--- src/rtl/inst_fetch_unit_if.sv ---
// Instruction-memory request/response bus between the fetch unit and imem.
//   master : fetch unit  (drives req_valid/req_addr/rsp_ready)
//   slave  : memory      (drives req_ready/rsp_valid/rsp_data/rsp_err)
interface inst_fetch_unit_if #(
  parameter int unsigned ADDR_W = 32,
  parameter int unsigned DATA_W = 32
);
  logic              imem_req_valid;
  logic              imem_req_ready;
  logic [ADDR_W-1:0] imem_req_addr;
  logic              imem_rsp_valid;
  logic              imem_rsp_ready;
  logic [DATA_W-1:0] imem_rsp_data;
  logic              imem_rsp_err;

  modport master (
    output imem_req_valid, imem_req_addr, imem_rsp_ready,
    input  imem_req_ready, imem_rsp_valid, imem_rsp_data, imem_rsp_err
  );

  modport slave (
    input  imem_req_valid, imem_req_addr, imem_rsp_ready,
    output imem_req_ready, imem_rsp_valid, imem_rsp_data, imem_rsp_err
  );
endinterface

--- src/rtl/inst_fetch_unit.sv ---
// Instruction fetch stage: holds the fetch PC, issues one word read at a time
// over the imem bus and hands {inst, pc} to the core with valid/ready.
// Ports:
//   clk, rst        clock, synchronous active-low reset
//   imem            imem request/response bus (master side)
//   i_dnpc          next PC from the core, taken on the output handshake
//   i_flush         redirect to i_flush_pc (beats everything but reset)
//   i_flush_pc      redirect target
//   o_out_valid     {o_out_inst, o_out_pc} valid, i_out_ready consumes
//   o_fetch_err     qualifies o_out_valid: misaligned PC or bus error
module inst_fetch_unit #(
  parameter int unsigned       ADDR_W   = 32,
  parameter int unsigned       DATA_W   = 32,
  parameter logic [ADDR_W-1:0] RESET_PC = ADDR_W'(32'h8000_0000)
) (
  input  logic                clk,
  input  logic                rst,
  inst_fetch_unit_if.master   imem,
  input  logic [ADDR_W-1:0]   i_dnpc,
  input  logic                i_flush,
  input  logic [ADDR_W-1:0]   i_flush_pc,
  output logic                o_out_valid,
  input  logic                i_out_ready,
  output logic [DATA_W-1:0]   o_out_inst,
  output logic [ADDR_W-1:0]   o_out_pc,
  output logic                o_fetch_err
);

  typedef enum logic [2:0] {
    S_IDLE,
    S_REQ,
    S_WAIT,
    S_VALID,
    S_DROP
  } state_t;

  state_t            r_state, w_state_nxt;
  logic [ADDR_W-1:0] r_pc, w_pc_nxt;
  logic [ADDR_W-1:0] r_out_pc, w_out_pc_nxt;
  logic [DATA_W-1:0] r_out_inst, w_out_inst_nxt;
  logic              r_fetch_err, w_fetch_err_nxt;
  logic              r_req_valid, r_rsp_ready, r_out_valid;
  logic              w_misaligned, w_req_fire, w_out_fire;

  assign w_misaligned = (r_pc[1:0] != 2'b00);
  assign w_req_fire   = r_req_valid && imem.imem_req_ready;
  assign w_out_fire   = r_out_valid && i_out_ready;

  // Next-state and next-datapath decode
  always_comb begin
    w_state_nxt     = r_state;
    w_pc_nxt        = r_pc;
    w_out_pc_nxt    = r_out_pc;
    w_out_inst_nxt  = r_out_inst;
    w_fetch_err_nxt = r_fetch_err;

    case (r_state)
      S_IDLE: w_state_nxt = S_REQ;
      S_REQ: begin
        if (w_misaligned) begin
          // Misaligned PC never reaches the bus; report it as a faulting fetch
          w_out_inst_nxt  = '0;
          w_out_pc_nxt    = r_pc;
          w_fetch_err_nxt = 1'b1;
          w_state_nxt     = S_VALID;
        end else if (w_req_fire) begin
          w_state_nxt = S_WAIT;
        end
      end
      S_WAIT: begin
        if (imem.imem_rsp_valid) begin
          w_out_inst_nxt  = imem.imem_rsp_data;
          w_out_pc_nxt    = r_pc;
          w_fetch_err_nxt = imem.imem_rsp_err;
          w_state_nxt     = S_VALID;
        end
      end
      S_VALID: begin
        if (w_out_fire) begin
          w_pc_nxt        = i_dnpc;
          w_fetch_err_nxt = 1'b0;
          w_state_nxt     = S_REQ;
        end
      end
      S_DROP: begin
        if (imem.imem_rsp_valid) w_state_nxt = S_REQ;
      end
      default: w_state_nxt = S_IDLE;
    endcase

    // Redirect: any in-flight request must still drain its response via DROP
    if (i_flush) begin
      w_pc_nxt        = i_flush_pc;
      w_fetch_err_nxt = 1'b0;
      w_out_inst_nxt  = r_out_inst;
      w_out_pc_nxt    = r_out_pc;
      case (r_state)
        S_REQ:          w_state_nxt = w_req_fire ? S_DROP : S_REQ;
        S_WAIT, S_DROP: w_state_nxt = imem.imem_rsp_valid ? S_REQ : S_DROP;
        default:        w_state_nxt = S_REQ;
      endcase
    end
  end

  // State and output registers; bus strobes are precomputed from next state
  always_ff @(posedge clk) begin
    if (!rst) begin
      r_state     <= S_IDLE;
      r_pc        <= RESET_PC;
      r_out_pc    <= '0;
      r_out_inst  <= '0;
      r_fetch_err <= 1'b0;
      r_req_valid <= 1'b0;
      r_rsp_ready <= 1'b0;
      r_out_valid <= 1'b0;
    end else begin
      r_state     <= w_state_nxt;
      r_pc        <= w_pc_nxt;
      r_out_pc    <= w_out_pc_nxt;
      r_out_inst  <= w_out_inst_nxt;
      r_fetch_err <= w_fetch_err_nxt;
      r_req_valid <= (w_state_nxt == S_REQ) && (w_pc_nxt[1:0] == 2'b00);
      r_rsp_ready <= (w_state_nxt == S_WAIT) || (w_state_nxt == S_DROP);
      r_out_valid <= (w_state_nxt == S_VALID);
    end
  end

  assign imem.imem_req_valid = r_req_valid;
  assign imem.imem_req_addr  = r_pc;
  assign imem.imem_rsp_ready = r_rsp_ready;
  assign o_out_valid         = r_out_valid;
  assign o_out_inst          = r_out_inst;
  assign o_out_pc            = r_out_pc;
  assign o_fetch_err         = r_fetch_err;

endmodule

--- src/flat_wrapper.sv ---
// flat-port wrapper written by rule: the top's interface ports become plain ports
module inst_fetch_unit_flat 
#(
  parameter int unsigned       ADDR_W   = 32,
  parameter int unsigned       DATA_W   = 32,
  parameter logic [ADDR_W-1:0] RESET_PC = ADDR_W'(32'h8000_0000)
)
  (clk, rst, i_dnpc, i_flush, i_flush_pc, o_out_valid, i_out_ready, o_out_inst, o_out_pc, o_fetch_err, imem_imem_req_valid, imem_imem_req_addr, imem_imem_rsp_ready, imem_imem_req_ready, imem_imem_rsp_valid, imem_imem_rsp_data, imem_imem_rsp_err);
  inst_fetch_unit_if #(.ADDR_W(ADDR_W), .DATA_W(DATA_W)) imem_i ();
  input  logic clk;
  input  logic rst;
  input  logic [ADDR_W-1:0] i_dnpc;
  input  logic i_flush;
  input  logic [ADDR_W-1:0] i_flush_pc;
  output logic o_out_valid;
  input  logic i_out_ready;
  output logic [DATA_W-1:0] o_out_inst;
  output logic [ADDR_W-1:0] o_out_pc;
  output logic o_fetch_err;
  output wire logic [$bits(imem_i.imem_req_valid)-1:0] imem_imem_req_valid;
  output wire logic [$bits(imem_i.imem_req_addr)-1:0] imem_imem_req_addr;
  output wire logic [$bits(imem_i.imem_rsp_ready)-1:0] imem_imem_rsp_ready;
  input wire logic [$bits(imem_i.imem_req_ready)-1:0] imem_imem_req_ready;
  input wire logic [$bits(imem_i.imem_rsp_valid)-1:0] imem_imem_rsp_valid;
  input wire logic [$bits(imem_i.imem_rsp_data)-1:0] imem_imem_rsp_data;
  input wire logic [$bits(imem_i.imem_rsp_err)-1:0] imem_imem_rsp_err;
  assign imem_imem_req_valid = imem_i.imem_req_valid;
  assign imem_imem_req_addr = imem_i.imem_req_addr;
  assign imem_imem_rsp_ready = imem_i.imem_rsp_ready;
  assign imem_i.imem_req_ready = imem_imem_req_ready;
  assign imem_i.imem_rsp_valid = imem_imem_rsp_valid;
  assign imem_i.imem_rsp_data = imem_imem_rsp_data;
  assign imem_i.imem_rsp_err = imem_imem_rsp_err;
  inst_fetch_unit #(.ADDR_W(ADDR_W), .DATA_W(DATA_W), .RESET_PC(RESET_PC)) u_core (.clk(clk), .rst(rst), .imem(imem_i), .i_dnpc(i_dnpc), .i_flush(i_flush), .i_flush_pc(i_flush_pc), .o_out_valid(o_out_valid), .i_out_ready(i_out_ready), .o_out_inst(o_out_inst), .o_out_pc(o_out_pc), .o_fetch_err(o_fetch_err));
endmodule
--- config.mk ---
export PLATFORM = sky130hd
export DESIGN_NAME = inst_fetch_unit_flat
export DESIGN_NICKNAME = d
export VERILOG_FILES = /design/src/rtl/inst_fetch_unit_if.sv /design/src/rtl/inst_fetch_unit.sv /design/src/flat_wrapper.sv
export SDC_FILE = /design/constraint.sdc
export NUM_CORES = 1
export LEC_CHECK = 0
export ABC_CLOCK_PERIOD_IN_PS = 1900
export CORE_UTILIZATION = 41
export DETAILED_ROUTE_END_ITERATION = 8
export PLACE_DENSITY = 0.8
export REMOVE_ABC_BUFFERS = 1
export SLEW_MARGIN = 5
export SYNTH_ARGS = -nofsm -noshare
export SYNTH_HDL_FRONTEND = slang
export SYNTH_SLANG_ARGS = --single-unit
--- constraint.sdc ---
create_clock -name clk -period 1.9 [get_ports clk]
set_input_delay 0.57 -clock clk [delete_from_list [all_inputs] [get_ports clk]]
set_output_delay 0.57 -clock clk [all_outputs]
set_load 0.005 [all_outputs]
# After elaboration in Yosys (flattened, before gate mapping)
# Cells that the tools add are included.
# word_totals
ff_bits,103
input_bits,103
# op_classes
eq_ne,11
mux,23
bitwise,2
n_reduce_logical,16
# ops
cell,n
32-bit 2-to-1 mux,7
32-bit case mux with 2 select lines,2
3-bit 2-to-1 mux,8
3-bit case mux with 5 select lines,1
3-bit by 2-bit equality test with 1-bit output (second input constant),4
4-bit AND reduction,2
2-bit nonzero test,4
3-bit by 1-bit equality test with 1-bit output (second input constant),2
3-bit equality test (second input constant),2
3-bit case mux with 2 select lines,1
2-bit by 1-bit inequality test with 1-bit output (second input constant),2
2-bit OR reduction,2
1-bit logical AND,3
3-bit logical NOT,1
1-bit 2-to-1 mux,3
1-bit case mux with 3 select lines,1
3-bit nonzero test,1
2-bit logical NOT,1
2-bit inequality test (second input constant),1
1-bit inverter,2
2-bit AND reduction,1
1-bit logical OR,1

# Depth between registers and ports, before layout
# Gate-level depths: netlist (run 1).
# logic_depth
ltp_word,7
ltp_mapped,7

# Worst setup path after synthesis (run 1)
# No wires, ideal clock.
# synth_path
path_type,input-to-reg
start,input port i_flush
end,"register u_core.r_out_inst[19], in the netlist u_core.o_out_inst[19]"
t_arrival_ps,1630
required_ps,1830
setup_slack_ps,200
path_stages,6
n_path_buf,3
path_cell_list,buf_2 > nor2_1 > clkbuf_1 > clkbuf_1 > nand4_1 > a21oi_1
# synth_via
elab_chain_cells,2
# synth_lines
item,line_no,source
start: declaration,flat_wrapper.sv:13,input logic i_flush;
1-bit inverter (no source line),n/a,
4-bit AND reduction (no source line),n/a,
end signal: assignment,inst_fetch_unit.sv:120,r_out_inst <= w_out_inst_nxt;
end: declaration,inst_fetch_unit.sv:40,"logic [DATA_W-1:0] r_out_inst, w_out_inst_nxt;"
# Every way passes these cells.
# A chain may end at the register's enable or synchronous reset.

# Worst setup path after layout (run 1)
# layout_path
start,input port i_out_ready
end,"register u_core.r_pc[19], in the netlist u_core.imem.imem_req_addr[19]"
# layout_via
elab_chain_cells,3
# layout_lines
item,line_no,source
start: declaration,flat_wrapper.sv:16,input logic i_out_ready;
1-bit logical AND,inst_fetch_unit.sv:47,assign w_out_fire = r_out_valid && i_out_ready;
2-bit nonzero test (no source line),n/a,
2-bit AND reduction (no source line),n/a,
end signal: assignment,inst_fetch_unit.sv:118,r_pc <= w_pc_nxt;
end: declaration,inst_fetch_unit.sv:38,"logic [ADDR_W-1:0] r_pc, w_pc_nxt;"
# Every way passes these cells.

==> results by group, run 1 <==
Yosys
  – Register area share after synthesis: 47.6%
  – Post-synth EDFFs: 0
  – #FFs+latches synth: 103
  – Cell Area, Synth: 4330 µm²
  – Mapped Cells: 495
  – Avg Inst Size Synth: 8.76 µm²
  – Synth Area in Compound Gates: 24.2%
  – Ys flop type: dfxtp_1
  – Unique masters post-synth: 44
  – Synthesized-area fraction occupied by adder cells: 0%
  – Mux share of post-synthesis cell area: 6.70%
  – Xor/xnor share of the synthesized area: 0.202%
  – Post-synth ARST share: 0%
  – Largest family of logic cells by synthesized area: compound AO/OA/AOI/OAI gates
  – Simple-gate portion of the synthesized area: 15.4%
  – Synthesis Warnings: 0

Pwr
  – Pwr per Cell Area: 647 nW/µm²
  – Leak: 2.29 nW
  – Peak VDD IR: 0.352 mV

Worst hold path
  – Min-Delay Endpoint: u_core.o_out_pc[6]
  – Worst Hold Class: reg2reg
  – Worst hold path cell count: 2
  – Min-delay src: u_core.o_out_pc[6]

Route
  – Met1 WL: 5170 µm
  – DR vias/cell: 5.47
  – Final WL: 13400 µm
  – Highest Signal Layer: met4
  – Metal2 WL: 6770 µm
  – Via count: 4515
  – Pre-Repair DR Iteration Count: 5
  – Post-DRT Antenna Nets: 0
  – Starting DRT DRC Count: 152
  – Met3 WL post-DR: 1050 µm
  – Avg WL per Cell: 16.2 µm
  – Residual DRC: 0

Final layout
  – Most common cell after layout, fill and taps aside: clkdlybuf4s50_1
  – Filler Cell Count: 847
  – Share of cells above drive strength 1: 9.13%
  – Final #Nets: 788
  – Commonest non-fill, non-tap cells in the layout: 201 x clkdlybuf4s50_1, 98 x dfxtp_1, 65 x a21oi_1
  – Layout Utilization: 66.8%
  – Cell Count, Final, Fillers Out: 826
  – Post-route cell area: 6870 µm²
  – Area delta synth->final: 58.5%
  – Antenna cell count: 0

Timing
  – Final period util: 97.8%
  – Fin. Hold Viols: 0
  – Fmax: 0.538 GHz
  – Crit path time final: 1.86 ns
  – Final worst slack: 0.0418 ns
  – Clock skew: 0.0151 ns
  – Slew Viols, Final: 0
  – Fin Setup TNS: 0 ns
  – Finish-stage setup viols: 0
  – Rel. slew slack: 72.8%
  – Slew @ Worst Pin: 0.407 ns

Clocking
  – Clock transition at path regs: 0.11 ns
  – CTS H-tree depth: 3
  – TritonCTS clock tree: done
  – Clock latency on the worst-skew pair: 0.36 ns
  – CTS root buffer: clkbuf_8
  – Num CTS Buffers: 9
  – Clock buffer depth: 2
  – Clock sinks: 103

Critical path
  – Critical path start-end classification: in2reg
  – Buf+Inv Stages, Crit Path: 2
  – Startpoint Class: input pin
  – Reg2reg start: u_core.r_state[1]
  – Worst-path maximum fanout: 28
  – Crit-path slowest cell: clkdlybuf4s50_1
  – Critical Path Max Stage Delay: 0.52 ns
  – CP top delay family: buffers and inverters
  – Endpoint type of the worst setup path: register
  – Worst reg-to-reg path cell count: 4
  – Critical path, cell by cell: clkdlybuf4s50_1, nand3_2, nor2_4, buf_12, mux2i_1, a211oi_1
  – Reg-to-reg endpoint: u_core.imem.imem_req_valid
  – Worst Path Arrival: 2.13 ns
  – Required @ worst endpoint: 2.17 ns
  – Reg2reg setup slack: 0.13 ns

Place
  – Post-DP HPWL: 9600 µm
  – Gpl congestion: 0.888
  – Placed cells: 810
  – Port Buffers: 202
  – Area post-placement: 6650 µm²
  – Setup WS pre-CTS: -0.334 ns

Floorplan
  – Vert. Die Dim: 105 µm
  – Core box area: 10300 µm²
  – Ports: 203
  – Die X: 105 µm
  – Placement row count: 37
  – Starting Density: 42.2%
  – Full die area: 11000 µm²

GRT
  – Vias in the first global route: 4471
  – First-pass GRT wire length: 21300 µm
  – Initial antenna violation count: 0
  – Global Route Usage Sum: 24.0%
  – Largest net degree at the start of global routing: 46
  – Overflow after GRT: 0

Job
  – # Max-Cap Violations: 0

Status
  – Status: completed
==> cells in the mapped netlist (2+ instances only) <==
cell,number,area [µm²]
a211oi_1,31,233
a21oi_1,65,325
a31oi_1,3,18.8
and3_1,2,12.5
buf_1,2,7.51
buf_2,7,35.0
buf_4,2,15.0
buf_6,3,33.8
clkbuf_1,38,143
dfxtp_1,103,2060
inv_1,4,15.0
inv_2,2,7.51
mux2i_1,29,290
nand2_1,2,7.51
nand2b_1,2,12.5
nand3_1,37,185
nand4_1,33,206
nor2_1,37,139
o21ai_0,64,320
o21ai_1,4,20.0
o221ai_1,2,17.5
==> worst reg2reg max path, cell delays in order (launching register included) <==
cell      delay (ns)
dfxtp_1         0.58
and2b_4         0.28
a32o_1          0.27
a211oi_1        0.32
nor4b_2         0.24
==> area by class of cell <==
| cell class | count | area, µm² | share of cell area (%) |
|---|---|---|---|
| multi-input combinational | 334 | 2040 | 29.7 |
| timing repair buffer | 231 | 2370 | 34.5 |
| clock inverter | 7 | 77.6 | 1.13 |
| tap | 136 | 170 | 2.48 |
| inverter | 6 | 22.5 | 0.328 |
| sequential | 103 | 2070 | 30.1 |
| clock buffer | 9 | 124 | 1.80 |
==> state kept, by name (all words and copies together) (netlist names) <==
signal                      count
u_core.o_fetch_err              1
u_core.o_out_pc                32
u_core.r_state                  3
u_core.imem.imem_req_valid      1
u_core.o_out_inst              32
u_core.o_out_valid              1
u_core.imem.imem_rsp_ready      1
u_core.imem.imem_req_addr      32
==> kinds of logic (layout without fill, tap and decap cells) <==
family | after synthesis | after routing
compound gates | 178 | 178
simple gates | 126 | 126
flops | 103 | 103
buf+inv | 58 | 253
mux | 29 | 29
xor+xnor | 1 | 1
==> power by group <==
group,internal [mW],switching (mW)
logic,0.436,0.323
registers,2.23,0.0537
clock network,0.627,0.778
==> stage by stage <==
stage | power [mW] | hold slack (ns)
3_5_place_dp | 3.08 | 0.466
6_report | 4.44 | 0.476
5_1_grt | 4.63 | 0.503
3_3_place_gp | 3.07 | 0.455
4_1_cts | 4.48 | 0.480
2_1_floorplan | 2.56 | 0.466
==> metal layers <==
layer,up-vias,GRT usage (%)
met3,30,6.36
li1,2202,-
met5,-,0
met2,201,43.0
met1,2082,26.8
met4,0,9.86
==> worst max-delay path by stage <==
stage                                  startpoint                             to  slack, ns  depth (start not counted)
global route                          i_out_ready  u_core.imem.imem_req_addr[19]      -0.02                          6
detailed placement                    i_out_ready     u_core.imem.imem_req_valid      -0.33                          5
global placement                      i_out_ready     u_core.imem.imem_req_valid      -0.22                          5
finish                                i_out_ready  u_core.imem.imem_req_addr[19]       0.04                          6
CTS                 u_core.imem.imem_req_addr[24]         imem_imem_req_addr[24]       0.02                          1
floorplan                                 i_flush     u_core.imem.imem_req_valid      -1.81                          4
==> what timing repair did <==
item                                    4_1_cts  5_1_grt
resized for setup                             1        6
endpoints found under the setup margin        1       16
buffers inserted                              0        0
cloned                                        0        0
hold buffers                                  0        0
(Power assumes the default switching activity.)
==> run 2, diff against run 1 <==
--- a/config.mk
+++ b/config.mk
@@ -7,6 +7,7 @@
 export LEC_CHECK = 0
 export ABC_CLOCK_PERIOD_IN_PS = 1900
 export CORE_UTILIZATION = 41
+export CTS_CLUSTER_DIAMETER = 60
 export DETAILED_ROUTE_END_ITERATION = 8
 export PLACE_DENSITY = 0.8
 export REMOVE_ABC_BUFFERS = 1
==> results of run 2 <==
The final DEF is identical to that of run 1; final timing and power are the same.
==> run 3, diff against run 2 <==
--- a/config.mk
+++ b/config.mk
@@ -6,11 +6,15 @@
 export NUM_CORES = 1
 export LEC_CHECK = 0
 export ABC_CLOCK_PERIOD_IN_PS = 1900
-export CORE_UTILIZATION = 41
+export CELL_PAD_IN_SITES_DETAIL_PLACEMENT = 1
+export CELL_PAD_IN_SITES_GLOBAL_PLACEMENT = 1
+export CORE_UTILIZATION = 30
+export CTS_BUF_LIST = sky130_fd_sc_hd__clkbuf_2
 export CTS_CLUSTER_DIAMETER = 60
 export DETAILED_ROUTE_END_ITERATION = 8
-export PLACE_DENSITY = 0.8
+export PLACE_DENSITY_LB_ADDON = 0.1
 export REMOVE_ABC_BUFFERS = 1
+export SETUP_SLACK_MARGIN = 0.3
 export SLEW_MARGIN = 5
 export SYNTH_ARGS = -nofsm -noshare
 export SYNTH_HDL_FRONTEND = slang
==> results by group, run 3 (synthesis results as in run 1) <==
Status
  – Status: completed

Route
  – Avg WL per Cell: 19.6 µm (+21%)
  – Pre-Repair DR Iteration Count: 4 (-1)
  – Post-DRT Antenna Nets: 0 (unchanged)
  – Via count: 5016 (+11%)
  – DR vias/cell: 5.27 (-3.6%)
  – Final WL: 18700 µm (+40%)
  – Residual DRC: 0 (unchanged)
  – Starting DRT DRC Count: 143 (-5.9%)

Clocking
  – Clock latency on the worst-skew pair: 0.61 ns (+0.25 ns)
  – Hold-fix buffers, CTS: 0 (unchanged)
  – Clock transition at path regs: 0.28 ns (+0.17 ns)
  – CTS H-tree depth: 3 (unchanged)
  – Clock sinks: 103 (unchanged)
  – Clock buffer depth: 2 (unchanged)
  – Num CTS Buffers: 9 (unchanged)
  – CTS root buffer: clkbuf_2
  – TritonCTS clock tree: done

Critical path
  – Startpoint Class: register
  – Critical path, cell by cell: buf_2
  – Required @ worst endpoint: 1.33 ns (-0.84 ns)
  – Critical path start-end classification: reg2out
  – Worst Path Arrival: 1.14 ns (-0.99 ns)
  – CP top delay family: flip-flops
  – Buf+Inv Stages, Crit Path: 1 (-1)
  – Crit-path slowest cell: dfxtp_2
  – Critical Path Max Stage Delay: 0.42 ns (-0.10 ns)
  – Worst-path maximum fanout: 3 (-89%)
  – Endpoint type of the worst setup path: output pin

Place
  – Placed cells: 856 (+5.7%)
  – Post-DP HPWL: 11100 µm (+15%)
  – Setup WS pre-CTS: -0.328 ns (+0.00676 ns)
  – Port Buffers: 202 (unchanged)
  – Gpl congestion: 0.852 (-4.1%)

Floorplan
  – Placement row count: 43 (+16%)
  – Starting Density: 31.0% (-11 points)
  – Die X: 122 µm (+17%)
  – Full die area: 14900 µm² (+36%)
  – Vert. Die Dim: 122 µm (+17%)
  – Ports: 203 (unchanged)
  – Core box area: 14000 µm² (+36%)

Final layout
  – Cell Count, Final, Fillers Out: 952 (+15%)
  – Register area: 2190 µm² (+6.1%)
  – Share of cells above drive strength 1: 51.4% (+42 points)
  – Antenna cell count: 0 (unchanged)
  – Commonest non-fill, non-tap cells in the layout: 102 x clkdlybuf4s50_1, 100 x dfxtp_2, 74 x buf_4
  – Multi-input gate area: 2310 µm² (+13%)
  – Area delta synth->final: 85.5%
  – Filler Cell Count: 1586 (+87%)
  – Layout Utilization: 57.5% (-9.4 points)
  – Most common cell after layout, fill and taps aside: clkdlybuf4s50_1
  – Final #Nets: 871 (+11%)

Timing
  – Rel. slew slack: 68.7% (-4.1 points)
  – Fmax: 0.584 GHz (+8.5%)
  – Fin. Hold Viols: 0 (unchanged)
  – Slew @ Worst Pin: 0.467 ns (+0.0598 ns)
  – Crit path time final: 1.71 ns (-0.145 ns)
  – Slew Viols, Final: 0 (unchanged)
  – Clock skew: 0.0365 ns (+0.0214 ns)
  – RSZ-0062 raised after global routing: true
  – Final worst slack: 0.187 ns (+0.145 ns)
  – Finish-stage setup viols: 0 (unchanged)
  – Final period util: 90.2% (-7.6 points)

GRT
  – Global Route Usage Sum: 22.0% (-2.0 points)
  – Initial antenna violation count: 0 (unchanged)
  – Overflow after GRT: 0 (unchanged)
  – Largest net degree at the start of global routing: 48 (+4.3%)
  – Vias in the first global route: 4883 (+9.2%)
  – First-pass GRT wire length: 25200 µm (+18%)

Job
  – # Max-Cap Violations: 0 (unchanged)

Pwr
  – Leak: 3.08 nW (+34%)
  – Peak VDD IR: 0.268 mV (-24%)
  – Pwr per Cell Area: 549 nW/µm² (-15%)

Worst hold path
  – Worst Hold Class: reg2reg
[run 3: what timing repair did]
item                                    CTS  global route
gates cloned                              4             8
resized for setup                       563           124
buffers inserted                         40            29
pin swaps                                12            45
endpoints found under the setup margin  198           182
hold endpoints to repair                  0             0
[run 3: metrics by stage]
step           hold slack (ns)  cell area [µm²]  setup TNS [ns]  total power, mW
5_1_grt                  0.473             8040               0             4.58
6_report                 0.479             8040               0             4.41
2_1_floorplan            0.466             4100          -90.46             2.56
3_5_place_dp             0.470             6760          -24.03             3.11
4_1_cts                  0.456             7250               0             4.25
3_3_place_gp             0.456             6760          -18.07             3.10
[run 3: path summary, 6_finish.rpt]
check / end / from / cells past startpoint / slack [ns]
setup / recovery: o_out_valid / u_core.o_out_valid / 1 / 0.19
hold / removal: u_core.o_out_pc[29] / u_core.o_out_pc[29] / 2 / 0.48
setup reg to reg: u_core.imem.imem_req_addr[23] / u_core.r_state[0] / 6 / 0.23
hold reg to reg: u_core.o_out_pc[29] / u_core.o_out_pc[29] / 2 / 0.48
[run 3: cell type report]
class,count,area share (%)
Clock inverter,6,0.654
Multi-Input combinational cell,334,28.7
Tap cell,180,2.80
Sequential cell,103,27.3
Clock buffer,9,0.560
Inverter,6,0.280
Timing Repair Buffer,314,39.7
[run 3: report_power, final]
part / leakage (nW) / switching, mW / internal (mW)
Sequential: 0.883 / 0.0495 / 2.24
Clock: 0.0664 / 0.743 / 0.282
Combinational: 2.13 / 0.470 / 0.629
Total: 3.08 / 1.26 / 3.15
[run 3: layer usage]
layer	share of wire, %	GRT usage (%)	vias to the layer above
met5	0	0	-
met4	2.2	8.00	0
met3	7.3	5.52	26
met2	51	39.9	162
met1	40	24.7	2454
li1	-	-	2374
